===== src/rtl/debug_pkg.sv =====
// Shared definitions for the debug single-step controller.
package debug_pkg;

  // Controller states; HALT/WAIT hold the pipeline, STEP releases it for one cycle.
  typedef enum logic [1:0] {
    ST_RUN  = 2'd0,
    ST_HALT = 2'd1,
    ST_STEP = 2'd2,
    ST_WAIT = 2'd3
  } state_t;

  // 1 s at 50 MHz.
  localparam int unsigned LONG_CYCLES_DEF    = 50_000_000;
  localparam int unsigned RETIRE_TIMEOUT_DEF = 16;

endpackage


===== src/rtl/press_classifier.sv =====
// Classifies debounced button presses into one-cycle SHORT and LONG events.
module press_classifier
  import debug_pkg::*;
#(
  parameter int unsigned LONG_CYCLES = LONG_CYCLES_DEF
) (
  input  logic clk,
  input  logic rst,
  input  logic key_flag,
  input  logic key_value,
  output logic short_evt,
  output logic long_evt
);

  localparam int unsigned CW = $clog2(LONG_CYCLES + 1);

  logic          held;
  logic          long_done;
  logic [CW-1:0] hold_cnt;
  logic          press_start;
  logic          release_evt;
  logic          at_long;

  // Decode key strobes and event conditions.
  always_comb begin
    press_start = key_flag & ~key_value;
    release_evt = key_flag & key_value;
    at_long     = (hold_cnt == CW'(LONG_CYCLES));
    // Counter saturates at LONG_CYCLES; long_done keeps the event to one pulse.
    long_evt    = held & at_long & ~long_done;
    short_evt   = release_evt & held & ~at_long;
  end

  // Hold tracking: press-start restarts the count, release ends the press.
  always_ff @(posedge clk) begin
    if (rst) begin
      held      <= 1'b0;
      long_done <= 1'b0;
      hold_cnt  <= '0;
    end else if (press_start) begin
      held      <= 1'b1;
      long_done <= 1'b0;
      hold_cnt  <= '0;
    end else if (release_evt) begin
      held      <= 1'b0;
      hold_cnt  <= '0;
    end else if (held) begin
      if (!at_long) hold_cnt <= hold_cnt + 1'b1;
      if (long_evt) long_done <= 1'b1;
    end
  end

endmodule


===== src/rtl/debug_step_ctrl.sv =====
// Button-driven run/halt/single-step controller for a CPU pipeline.
module debug_step_ctrl
  import debug_pkg::*;
#(
  parameter int unsigned LONG_CYCLES    = LONG_CYCLES_DEF,
  parameter int unsigned RETIRE_TIMEOUT = RETIRE_TIMEOUT_DEF
) (
  input  logic        clk,
  input  logic        rst,
  input  logic        key_flag,
  input  logic        key_value,
  input  logic        retire,
  output logic        stall,
  output logic        step_pulse,
  output logic        halted,
  output logic        led_halt,
  output logic [15:0] step_cnt,
  output logic        timeout_err
);

  localparam int unsigned TW = $clog2(RETIRE_TIMEOUT + 1);

  state_t        state;
  state_t        state_nxt;
  logic          short_evt;
  logic          long_evt;
  logic [TW-1:0] wait_cnt;
  logic [15:0]   step_cnt_q;
  logic          count_step;
  logic          set_err;

  press_classifier #(
    .LONG_CYCLES(LONG_CYCLES)
  ) u_press (
    .clk      (clk),
    .rst      (rst),
    .key_flag (key_flag),
    .key_value(key_value),
    .short_evt(short_evt),
    .long_evt (long_evt)
  );

  // State register.
  always_ff @(posedge clk) begin
    if (rst) state <= ST_RUN;
    else     state <= state_nxt;
  end

  // Next-state logic; events outside RUN/HALT are dropped.
  always_comb begin
    state_nxt  = state;
    count_step = 1'b0;
    set_err    = 1'b0;
    case (state)
      ST_RUN:  if (long_evt) state_nxt = ST_HALT;
      ST_HALT: begin
        if (short_evt)     state_nxt = ST_STEP;
        else if (long_evt) state_nxt = ST_RUN;
      end
      ST_STEP: begin
        if (retire) begin
          state_nxt  = ST_HALT;
          count_step = 1'b1;
        end else begin
          state_nxt  = ST_WAIT;
        end
      end
      ST_WAIT: begin
        // wait_cnt == RETIRE_TIMEOUT-1 is the last permitted WAIT cycle.
        if (retire) begin
          state_nxt  = ST_HALT;
          count_step = 1'b1;
        end else if (wait_cnt == TW'(RETIRE_TIMEOUT - 1)) begin
          state_nxt  = ST_HALT;
          set_err    = 1'b1;
        end
      end
      default: state_nxt = ST_RUN;
    endcase
  end

  // Wait timer, retired-step counter and sticky timeout flag.
  always_ff @(posedge clk) begin
    if (rst) begin
      wait_cnt    <= '0;
      step_cnt_q  <= '0;
      timeout_err <= 1'b0;
    end else begin
      if (state == ST_STEP)      wait_cnt <= '0;
      else if (state == ST_WAIT) wait_cnt <= wait_cnt + 1'b1;
      if (count_step) step_cnt_q  <= step_cnt_q + 16'd1;
      if (set_err)    timeout_err <= 1'b1;
    end
  end

  // Moore outputs decoded from the state register.
  always_comb begin
    stall      = (state == ST_HALT) || (state == ST_WAIT);
    step_pulse = (state == ST_STEP);
    halted     = (state != ST_RUN);
    led_halt   = halted;
    step_cnt   = step_cnt_q;
  end

endmodule


===== config.mk =====
export PLATFORM = sky130hd
export DESIGN_NAME = debug_step_ctrl
export DESIGN_NICKNAME = d
export VERILOG_FILES = /design/src/rtl/debug_pkg.sv /design/src/rtl/press_classifier.sv /design/src/rtl/debug_step_ctrl.sv
export SDC_FILE = /design/constraint.sdc
export NUM_CORES = 1
export LEC_CHECK = 0
export ABC_AREA = 0
export ABC_CLOCK_PERIOD_IN_PS = 2200
export BUFFER_PORTS_ARGS = -buffer_cell sky130_fd_sc_hd__buf_2
export CORE_MARGIN = 2
export CORE_UTILIZATION = 30
export CTS_CLUSTER_SIZE = 12
export DETAILED_ROUTE_END_ITERATION = 8
export GPL_TIMING_DRIVEN = 0
export PLACE_DENSITY = 0.55
export SETUP_SLACK_MARGIN = 0.5
export SLEW_MARGIN = 10
export SYNTH_ARGS = -nofsm -noshare
export SYNTH_HDL_FRONTEND = slang
export SYNTH_SLANG_ARGS = --single-unit

===== constraint.sdc =====
create_clock -name clk -period 2.2 [get_ports clk]
set_clock_uncertainty 0.15 [all_clocks]
set_input_delay 0 -clock clk [delete_from_list [all_inputs] [get_ports clk]]
set_output_delay 0 -clock clk [all_outputs]
set_load 0.02 [all_outputs]

---- Yosys cells after proc, flatten, opt, wreduce, memory -nomap -nowiden ----
Cells that the tools add are included.
cells by class
  add/sub/neg operators ................... 3
  eq/ne operators ......................... 8
  multiplexer cells ....................... 14
  bitwise operators ....................... 10
  reductions and logical operators ........ 11
operator list
  operator                                                          count
  26-bit by 1-bit adder with 26-bit output (second input constant)  1
  26-bit == test (second input constant)                            1
  16-bit by 1-bit adder with 16-bit output (second input constant)  1
  2-bit 2-to-1 mux                                                  6
  2-bit case mux with 4 select lines                                1
  1-bit 2-to-1 mux                                                  7
  1-bit AND                                                         6
  3-bit != test (second input constant)                             2
  3-bit AND reduction                                               2
  2-bit OR reduction                                                3
  5-bit by 1-bit adder with 5-bit output (second input constant)    1
  5-bit by 4-bit == test with 1-bit output (second input constant)  1
  2-bit == test (second input constant)                             2
  1-bit inverter                                                    4
  2-bit nonzero test                                                2
  3-bit OR reduction                                                1
  2-bit by 1-bit == test with 1-bit output (second input constant)  1
  2-bit zero test                                                   1
  2-bit != test (second input constant)                             1
  2-bit AND reduction                                               1
  1-bit logical OR                                                  1
storage, ports and cells
  bits in registers ....................... 52
  output and inout port bits .............. 21
  logic and storage cells ................. 53

---- Depth between registers and ports, before layout ----
Gate-level depths: netlist (run 1).
  depth after elaboration ................. 6
  mapped depth ............................ 8
  mapped depth without buffers ............ 7

---- By module ----
Synthesis (run 1) repeated with hierarchy kept, for this count alone.
second synthesis, totals
  cell total of the unflattened synthesis .. 304
  area, all modules ....................... 2630.0 um^2
modules (own cells, without submodules)
  module            times used  cells an instance  area an instance (um^2)  seq. area each (um^2)
  press_classifier  1           172                1450.1                   560.5
  debug_step_ctrl   1           132                1179.9                   480.5

---- Worst setup path after synthesis (run 1) ----
OpenSTA, ideal clock, no wires.
  kind .................................... reg-to-reg
  start point ............................. register state[0]
  end point ............................... register step_cnt_q[15], in the netlist step_cnt[15]
  library setup time ...................... 0.071 ns
  arrival ................................. 1.910 ns
  required time ........................... 1.979 ns
  slack ................................... 0.069 ns
  cell stages (with the launch flop) ...... 9
  path buffers ............................ 1
  clock period less this slack ............ 2.131 ns
  cell sequence ........................... dfxtp_1 > inv_1 > ha_1 > o21a_1 > and4_1 > buf_2 > nand3_1 > or3_1 > a21oi_1
on the way
  longest elaborated chain between the ends .. 3
  elaborated cells between the ends (all ways) .. 4
  those cells by class .................... eq/ne (2); mux (1); reduce/logical (1)
ends and longest elaborated chain
  item                          RTL line               RTL
  start: declaration            debug_step_ctrl.sv:23  state_t state;
  start signal: assignment      debug_step_ctrl.sv:46  else state <= state_nxt;
  2-bit == test                 --
  via step_pulse                debug_step_ctrl.sv:14  output logic step_pulse,
  2-bit OR reduction (no line)  --
  1-bit 2-to-1 mux              --
  end signal: assignment        debug_step_ctrl.sv:91  if (count_step) step_cnt_q <= step_cnt_q + 16'd1;
  end: declaration              debug_step_ctrl.sv:28  logic [15:0] step_cnt_q;
The timed path passes the listed nets, and every way through them passes these cells.
A chain may end at the register's enable or synchronous reset.

---- Final worst setup path (run 1) ----
  start point ............................. register u_press.hold_cnt[0]
  end point ............................... register state[0]
on the way
  longest elaborated chain between the ends .. 5
  elaborated cells between the ends (all ways) .. 10
  those cells by class .................... eq/ne (3); mux (2); bitwise (4); reduce/logical (1)
ends and longest elaborated chain
  item                                                                                        RTL line                                        RTL
  start: declaration                                                                          press_classifier.sv:19                          logic [CW-1:0] hold_cnt;
  start signal: assignment                                                                    press_classifier.sv:48                          if (!at_long) hold_cnt <= hold_cnt + 1'b1;
  26-bit == test *                                                                            press_classifier.sv:28                          at_long = (hold_cnt == CW'(LONG_CYCLES));
  1-bit AND / 1-bit inverter (equally long branches)                                          press_classifier.sv:30, press_classifier.sv:31
  1-bit AND (on tied branches)                                                                press_classifier.sv:30, press_classifier.sv:31
  3-bit != test (no line) (tied with other cells)                                             --
  3-bit AND reduction (no line) / 2-bit case mux with 4 select lines (equally long branches)  --
Mark *: on every way between the ends. The rest lies on a longest branch, timed or not.

==> results.md, run 1 <==
- First-pass GRT wire length: 9150 um
- Starting density of the core: 30.6%
- Pre-CTS setup slack: 0.106 ns
- Final worst slack: 0.195 ns
- CTS H-tree lvls: 2
- RSZ-0062 raised after global routing: true
- Number of CTS-inserted buffers: 5
- Mapped Cells: 284
- Tightest Hold Check Type: in2reg
- Die area: 9050 sq um
- Final slew viol count: 0
- DR vias/cell: 4.85
- Ys async rst share: 0%
- Drt drc: 0
- Max Cap Viol: 0
- Post-DP HPWL: 3570 um
- Finished Layout Cells: 455
- Setup TNS: 0 ns
- Total power: 2.04 mW
- CTS tree: yes
- Total grt overflow: 0
- Drt pass-1 iters: 4
- Startpoint types: flip-flop
- Pin count of the biggest net entering global routing: 16
- Post-Syn Area: 2490 sq um
- IO Pins: 26
- Core ar.: 8130 sq um
- Synth Area in Simple Gates: 27.3%
- Bufs on Longest Clock Path: 2
- Lkg Pwr: 1.34 nW
- Final critical-path required period: 2.01 ns
- Initial antenna violation count: 0
- GRT Total Usage: 12.7%
- Final setup violation count: 0
- Area post-placement: 2780 sq um
- Final Hold Fails: 0
- Critical path class: reg2reg
- DRT antenna net count: 0
- Seq/Total Area, Yosys: 41.8%
- Post-route cell area: 3450 sq um
- ANT cells: 0
- Via Count: 2208
- Worst path max stage delay: 0.42 ns
- Hold Worst Slack: 0.0109 ns
- Initial DRC count: 58
- CP cell instances: inv_2, ha_4, nand3b_1, or4_4, o22a_1, a21oi_2, mux2_4
- Post-synth net total: 299
- Dpl cells: 413
- Final nets: 364
- Max frequency: 0.499 GHz
- Tcrit/Tclk final: 91.1%
- Outcome: completed
- Avg WL per Cell: 12.6 um
- Port Buffers: 24
- Worst reg2reg startpoint: u_press.hold_cnt[0]
- Max FO, Critical Path: 3
- DIE HEIGHT: 95.1 um
- Yosys warnings: 0
- Area fraction in compound gates after synthesis: 7.28%
- Dominant synthesized flop cell: dfxtp_1
- Post-synthesis mux area share: 1.66%
- FP Rows: 33
- Synthesis-to-layout area growth: 38.4%
- Slowest CP cell: or4_4
- Clock transition at path regs: 0.10 ns
- Worst vdd ir: 0.000216 V
- Hold_sp: rst
- Worst-Skew Late Latency: 0.31 ns
- Total Wirelength: 5740 um
- Die Wd: 95.1 um
- Sink Count: 52
- Hold path depth: 3
- Vias in the first global route: 1999
- Post-synth EDFFs: 0
- Arr. time, crit path: 2.06 ns
- Layout Utilization: 42.4%
- Buffers & Inverters on Critical Path: 1
- Power Dens Cells: 591 nW/um^2
- Library cells used by synthesis: 40
- #FFs+latches synth: 52
- Worst R2R Path Depth: 7
- Min-Delay Endpoint: state[0]
- Filler cells: 791
- Post-synthesis adder-cell area fraction: 5.02%
- Routability cong.: 0.735
- Worst-margin pin slew: 0.541 ns
- Main combinational cell family by area after synthesis: simple AND/OR/NAND/NOR gates
- Worst r2r dst: state[0]
- Syn_area_per_cell: 8.77 sq um
- Worst Path Required: 2.26 ns
- Xor/xnor cell area share of the yosys netlist: 12.7%
- Slew margin rel.: 63.9%
- Share of layout cells above drive strength 1: 32.6%
- FF-to-FF setup slack: 0.19 ns
- Root Buffer: clkbuf_8
- Setup crit end kind: flip-flop
- CP top delay family: simple AND/OR/NAND/NOR gates
## worst min-delay path: stages
cell and delay, ns:
clkbuf_1 0.17, nor2_1 0.13, mux2_4 0.14
## state kept, by name, summed over array words and instances, names as in the netlist
name and flops:
u_press.hold_cnt 26, state 2, timeout_err 1, u_press.long_done 1, wait_cnt 5, step_cnt 16
u_press.held 1
## per-layer routing
| layer | share of wire, % | track usage, % |
|---|---|---|
| met1 | 47 | 16.1 |
| met2 | 49 | 21.6 |
| met3 | 3.0 | 2.37 |
| met4 | 1.2 | 4.35 |
| met5 | 0 | 0 |
## layout by cell type, fill, tap and decap left out, drive strengths merged, types with 2 or more instances in the layout
cell type	count
ha	10
o21ai	8
or4	3
xnor2	9
dfxtp	52
o31ai	2
nor3	5
and3	7
and4	8
nand2	16
nor4	4
buf	53
clkbuf	17
or3	6
o211ai	2
nand3	12
dlygate4sd3	8
nor2	43
xor2	27
nand4	16
a21oi	10
inv	12
o21a	2
nand2b	2
mux2i	3
## logic make-up (layout without fill, tap and decap cells)
family,Yosys count,in the layout
AO/OA/AOI/OAI,29,29
buffers and inverters,26,92
multiplexers,4,4
XOR/XNOR,36,36
adder cells (fa/ha/maj),10,10
flip-flops,52,52
AND/OR/NAND/NOR,127,127
## layout make-up
type	count	area, sq um	area share (%)
clock inverters	2	35.0	1.02
multi-input cells	206	1550	45.1
well taps	105	131	3.81
flip-flops and latches	52	1070	31.2
plain buffers	14	101	2.94
repair buffers	58	433	12.6
inverters	12	45.0	1.31
clock buffers	6	72.6	2.11
## cell usage after synthesis, drive strengths merged, types with 3 or more instances
| master | count | area, sq um |
|---|---|---|
| a21oi | 10 | 53.8 |
| nor3 | 5 | 25.0 |
| mux2i | 3 | 30.0 |
| nand2 | 16 | 60.1 |
| inv | 12 | 45.0 |
| nor4 | 4 | 25.0 |
| ha | 10 | 125 |
| and4 | 8 | 70.1 |
| nor2 | 43 | 161 |
| nand4 | 16 | 115 |
| xnor2 | 9 | 78.8 |
| o21ai | 8 | 40.0 |
| and3 | 7 | 43.8 |
| buf | 4 | 25.0 |
| nand3 | 12 | 70.1 |
| or4 | 3 | 22.5 |
| dfxtp | 52 | 1040 |
| clkbuf | 10 | 37.5 |
| or3 | 6 | 37.5 |
| xor2 | 27 | 236 |
## worst max path at each step
stage	start	end	slack, ns	cells past startpoint
6_report	u_press.hold_cnt[0]	state[0]	0.19	7
5_1_grt	u_press.hold_cnt[0]	state[0]	0.10	7
4_1_cts	u_press.hold_cnt[14]	state[0]	0.21	5
3_5_place_dp	u_press.hold_cnt[2]	state[0]	0.11	5
3_3_place_gp	u_press.hold_cnt[2]	state[0]	0.12	5
2_1_floorplan	u_press.hold_cnt[15]	state[0]	0.29	5
## where the power goes
group | internal [mW] | total (mW) | switching [mW]
logic | 0.180 | 0.395 | 0.215
registers | 0.958 | 0.986 | 0.0285
clock network | 0.338 | 0.656 | 0.317
## timing repair
item / CTS / global route
hold buffers: 8 / 0
endpoints found under the hold margin: 7 / 0
gates resized for setup: 26 / 41
pin swaps: 8 / 25
endpoints found under the setup margin: 26 / 40
setup buffers: 13 / 13
No activity file was read; power rests on OpenSTA's default activity.
==> run 2, diff against run 1 <==
--- a/config.mk
+++ b/config.mk
@@ -8,13 +8,12 @@
 export ABC_AREA = 0
 export ABC_CLOCK_PERIOD_IN_PS = 2200
 export BUFFER_PORTS_ARGS = -buffer_cell sky130_fd_sc_hd__buf_2
-export CORE_MARGIN = 2
 export CORE_UTILIZATION = 30
 export CTS_CLUSTER_SIZE = 12
 export DETAILED_ROUTE_END_ITERATION = 8
 export GPL_TIMING_DRIVEN = 0
 export PLACE_DENSITY = 0.55
-export SETUP_SLACK_MARGIN = 0.5
+export SETUP_SLACK_MARGIN = 0.1
 export SLEW_MARGIN = 10
 export SYNTH_ARGS = -nofsm -noshare
 export SYNTH_HDL_FRONTEND = slang
==> run 2 against run 1 <==
Effect of this change: the flow now finishes with violations (negative hold slack); worst setup slack lost 0.035 ns; cell count is 7.3% lower; sequential share of layout area up 4.6 points; cell area shrank 14%; non-clock buffer count shrank 28; total power decreased by 2.2%; sequential cell count is the same; register-to-register slack got worse by 0.03 ns; clock-buffer cell count decreased by 1; first-iteration DRC count grew 78%; sequential power increased by 0.4%; clock power decreased by 3.5%; largest power group unchanged.
==> results.md, run 2 (synthesis results as in run 1) <==
- Outcome: finished with violations
- Violated checks: negative hold slack
- Worst vdd ir: 0.000239 V
- Die Wd: 93.1 um
- Drt drc: 0
- Drt pass-1 iters: 4
- Avg WL per Cell: 12.0 um
- DR vias/cell: 4.84
- Sink Count: 52
- Worst Path Required: 2.25 ns
- Number of CTS-inserted buffers: 5
- CP cell instances: nand4_4, or4_1, o22a_1, a21oi_2, mux2_4
- CTS H-tree lvls: 2
- Slew margin rel.: 65.3%
- Max Cap Viol: 0
- Share of layout cells above drive strength 1: 18.1%
- Clock power frac: 31.8%
- Starting density of the core: 31.6%
- Synthesis-to-layout area growth: 18.5%
- Pin count of the biggest net entering global routing: 15
- Final setup violation count: 0
- Final nets: 336
- Commonest cells after routing, fill and taps aside: dfxtp_1, nor2_1, xor2_1, buf_2, nand2_1
- Core ar.: 7890 sq um
- Worst-margin pin slew: 0.521 ns
- RSZ-0062 raised after global routing: true
- Setup TNS: 0 ns
- GRT Total Usage: 12.7%
- DIE HEIGHT: 93.1 um
- Tcrit/Tclk final: 92.7%
- Hold Worst Slack: -0.0111 ns
- Tightest Hold Check Type: in2reg
- Initial DRC count: 103
- Routability cong.: 0.747
- Post-DP HPWL: 3520 um
- Final critical-path required period: 2.04 ns
- Biggest register: u_press.hold_cnt
- Arr. time, crit path: 2.09 ns
- Initial antenna violation count: 0
- Sw Share: 27.0%
- Root Buffer: clkbuf_8
- Comb power frac: 18.5%
- Largest register FFs: 26
- DRT antenna net count: 0
- Sequential share of power: 49.7%
- Port Buffers: 24
- Worst-Skew Late Latency: 0.30 ns
- ANT cells: 0
- Total grt overflow: 0
- Total power: 1.99 mW
- Worst path max stage delay: 0.55 ns
- Final slew viol count: 0
- Clock transition at path regs: 0.09 ns
- CTS tree: yes
- IO Pins: 26
- Setup crit end kind: flip-flop
- Via Count: 2043
- Slowest CP cell: or4_1
- First-pass GRT wire length: 8800 um
- Final Hold Fails: 2
- Buffers & Inverters on Critical Path: 0
- Most common library cell in the layout ignoring fill and taps: dfxtp_1
- CP top delay family: simple AND/OR/NAND/NOR gates
- Total Wirelength: 5060 um
- Switching power: 0.539 mW
- Startpoint types: flip-flop
- Vias in the first global route: 1898
- Max frequency: 0.490 GHz
- Internal power: 1.45 mW
- Lkg Pwr: 1.12 nW
- FP Rows: 32
- Die area: 8670 sq um
- Critical path class: reg2reg
- Bufs on Longest Clock Path: 2
- Power Dens Cells: 675 nW/um^2
- Max FO, Critical Path: 7
==> run 2: cell types whose count changed in the layout (fill, tap and decap cells not counted), sizes merged <==
cell         delta
buf            -25
dlygate4sd3     -4
clkinv          -1
==> run 2: stage by stage <==
step | setup WS [ns] | instances | util (%) | instance area [sq um]
after global placement | 0.0333 | 410 | 34.8 | 2740
after CTS | 0.104 | 420 | 36.7 | 2900
final | 0.160 | 422 | 37.4 | 2950
after floorplan | 0.166 | 284 | - | 2490
after detailed placement | 0.0230 | 410 | 34.8 | 2740
after global routing | 0.0806 | 422 | 37.4 | 2950
==> run 2: what timing repair did <==
item | 4_1_cts | 5_1_grt
hold buffers | 4 | 0
endpoints found under the setup margin | 2 | 11
gates cloned | 0 | 0
endpoints found under the hold margin | 4 | 0
pin swaps | 1 | 3
buffers inserted | 0 | 2
resized for setup | 6 | 19
==> run 2: path summary, 6_finish.rpt <==
kind	start	end	slack (ns)	cells past startpoint
worst min register to register	u_press.long_done	u_press.long_done	0.33	2
worst min-delay path	rst	wait_cnt[1]	-0.01	2
worst max-delay path	u_press.hold_cnt[12]	state[0]	0.16	5
worst max register to register	u_press.hold_cnt[12]	state[0]	0.16	5
==> run 2: worst register-to-register path: cells and delay by family (launching register included) <==
family           cells  cell delay [ns]
AO/OA/AOI/OAI        2             0.40
flip-flops           1             0.38
multiplexers         1             0.31
AND/OR/NAND/NOR      2             0.70
==> run 2: power by group through the flow <==
stage | registers [mW] | clock network (mW) | logic (mW)
CTS | 0.991 | 0.661 | 0.355
finish | 0.990 | 0.633 | 0.369
floorplan | 1.01 | 0 | 0.250
detailed placement | 1.01 | 0 | 0.340
global placement | 1.01 | 0 | 0.337
global route | 0.993 | 0.699 | 0.409
==> run 2: final cells by class <==
class	instances	area (sq um)
fill	815	4940
multi-input combinational	206	1380
sequential	52	1060
timing repair buffer	30	175
tap	102	128
buffer	14	70.1
clock buffer	5	68.8
inverter	12	45.0
clock inverter	1	30.0
==> run 2: metal layers <==
layer	global-route usage (%)	wire length (um)
met5	0	0
met4	5.38	95
met3	1.95	128
met2	21.1	2360
met1	16.2	2470
==> run 3, diff against run 2 <==
--- a/config.mk
+++ b/config.mk
@@ -8,11 +8,11 @@
 export ABC_AREA = 0
 export ABC_CLOCK_PERIOD_IN_PS = 2200
 export BUFFER_PORTS_ARGS = -buffer_cell sky130_fd_sc_hd__buf_2
-export CORE_UTILIZATION = 30
+export CORE_UTILIZATION = 45
 export CTS_CLUSTER_SIZE = 12
 export DETAILED_ROUTE_END_ITERATION = 8
 export GPL_TIMING_DRIVEN = 0
-export PLACE_DENSITY = 0.55
+export PLACE_DENSITY = 0.73
 export SETUP_SLACK_MARGIN = 0.1
 export SLEW_MARGIN = 10
 export SYNTH_ARGS = -nofsm -noshare
==> run 3 against run 2 <==
Effect of this change: register-to-register slack worse by 0.03 ns; core utilization is 19 points higher; total power is 1.2% lower; maximum frequency is 1.4% lower; clock power is 12% lower; the flow now finishes without violations; global-route usage is 5.4 points higher; clock-buffer cell count is 2 higher; sequential power is 0.4% higher; cell count is 6.4% lower; largest cell class unchanged; critical endpoint unchanged.
==> results.md, run 3 (synthesis results as in run 1) <==
- Tcrit/Tclk final: 94.1%
- Synthesis-to-layout area growth: 17.8%
- Total Wirelength: 5030 um
- Max frequency: 0.483 GHz
- Worst Path Required: 2.25 ns
- Vias in the first global route: 1982
- Footprint of the multi-input gates: 1380 sq um
- Reg area: 1060 sq um
- Slowest CP cell: or4_1
- RSZ-0062 raised after global routing: true
- Pin count of the biggest net entering global routing: 16
- DIE HEIGHT: 76.4 um
- Comb power frac: 21.1%
- Filler cells: 484
- Power Dens Cells: 670 nW/um^2
- Worst-Skew Late Latency: 0.30 ns
- Bufs on Longest Clock Path: 2
- Root Buffer: clkbuf_8
- Final nets: 339
- Final Hold Fails: 0
- Tightest Hold Check Type: reg2reg
- Slew margin rel.: 66.3%
- Post-DP HPWL: 3440 um
- Worst-margin pin slew: 0.506 ns
- GRT Total Usage: 18.1%
- Routability cong.: 0.810
- Final critical-path required period: 2.07 ns
- DR vias/cell: 5.22
- Via Count: 2060
- Most common library cell in the layout ignoring fill and taps: nor2_1
- ANT cells: 0
- Initial DRC count: 65
- Lkg Pwr: 1.14 nW
- Internal power: 1.42 mW
- Arr. time, crit path: 2.12 ns
- Critical path class: reg2reg
- CTS tree: yes
- Sw Share: 28.1%
- Startpoint types: flip-flop
- FF-to-FF setup slack: 0.13 ns
- FP Rows: 26
- DRT antenna net count: 0
- CP top delay family: simple AND/OR/NAND/NOR gates
- Commonest cells after routing, fill and taps aside: nor2_1, dfxtp_1, xor2_1, buf_2, nand2_1
- IO Pins: 26
- Max Cap Viol: 0
- Drt drc: 0
- CP cell instances: nand4_4, or4_1, o22a_1, a21oi_2, mux2_4
- Biggest register: u_press.hold_cnt
- Clock power frac: 28.4%
- Pre-CTS setup slack: 0.0260 ns
- Final setup violation count: 0
- Clock transition at path regs: 0.10 ns
- Largest register FFs: 26
- Outcome: completed
- Hold Worst Slack: 0.337 ns
- Sequential share of power: 50.5%
- Drt pass-1 iters: 4
- Setup TNS: 0 ns
- Sink Count: 52
- Avg WL per Cell: 12.7 um
- First-pass GRT wire length: 8780 um
- Worst path max stage delay: 0.55 ns
- Share of layout cells above drive strength 1: 20.6%
- Setup crit end kind: flip-flop
- Max FO, Critical Path: 8
- Core ar.: 5200 sq um
- Number of CTS-inserted buffers: 5
- Starting density of the core: 47.9%
- Final slew viol count: 0
- Die Wd: 76.4 um
- Buffers & Inverters on Critical Path: 0
- Initial antenna violation count: 0
- Die area: 5840 sq um
- Final worst slack: 0.130 ns
- Switching power: 0.552 mW
- Total grt overflow: 0
- Worst vdd ir: 0.000397 V
- CTS H-tree lvls: 2
- Port Buffers: 24
==> run 3: cell types whose count changed in the layout (fill, tap and decap cells not counted), sizes merged <==
cell	change
buf	+3
bufinv	-1
clkbuf	+1
clkinvlp	+1
dlygate4sd3	+1
==> run 3: path summary, 6_finish.rpt <==
check	from	to	cells after the start
min reg2reg	timeout_err	timeout_err	2
max	u_press.hold_cnt[14]	state[0]	5
max reg2reg	u_press.hold_cnt[14]	state[0]	5
min	timeout_err	timeout_err	2
==> run 3: area by class of cell <==
type / instances / share of cell area, %
multi-input cells: 206 / 47.0
clock inverters: 1 / 0.256
flip-flops and latches: 52 / 36.1
well taps: 70 / 2.98
clock buffers: 7 / 2.94
plain buffers: 14 / 2.34
repair buffers: 33 / 6.82
inverters: 12 / 1.53
==> run 3: repair_timing <==
item | 4_1_cts | 5_1_grt
hold buffers | 5 | 0
endpoints found under the setup margin | 2 | 10
buffers inserted | 1 | 3
pin swaps | 1 | 3
gates resized for setup | 8 | 22
hold endpoints to repair | 6 | 0
==> run 3: metal layers <==
layer	vias up	part of all wire, %	routed length (um)	track usage [%]
met5	-	0	0	0
met2	19	47	2380	30.7
met3	6	1.8	91	2.87
met4	0	1.3	63	5.77
met1	971	49	2490	23.3
li1	1064	-	-	-
==> run 3: tightest hold or removal path, cell delays in order, from the launching register on <==
cell and delay, ns:
dfxtp_1 0.34, a31oi_1 0.05, nor2_1 0.07
==> run 3: stage by stage <==
step,total power [mW],std cells,instance area (sq um),utilization [%]
global route,2.07,395,2940,56.4
global placement,1.34,378,2700,51.9
floorplan,1.26,284,2490,-
detailed placement,1.35,378,2700,51.9
finish,1.97,395,2940,56.4
CTS,1.95,392,2870,55.2
==> run 3: power by group through the flow <==
stage                     Clock [mW]  Sequential (mW)  Combinational, mW
after floorplan                    0             1.01              0.250
after global placement             0             1.01              0.329
after detailed placement           0             1.01              0.338
after CTS                      0.580            0.993              0.381
after global routing           0.617             1.00              0.454
final                          0.559            0.994              0.414
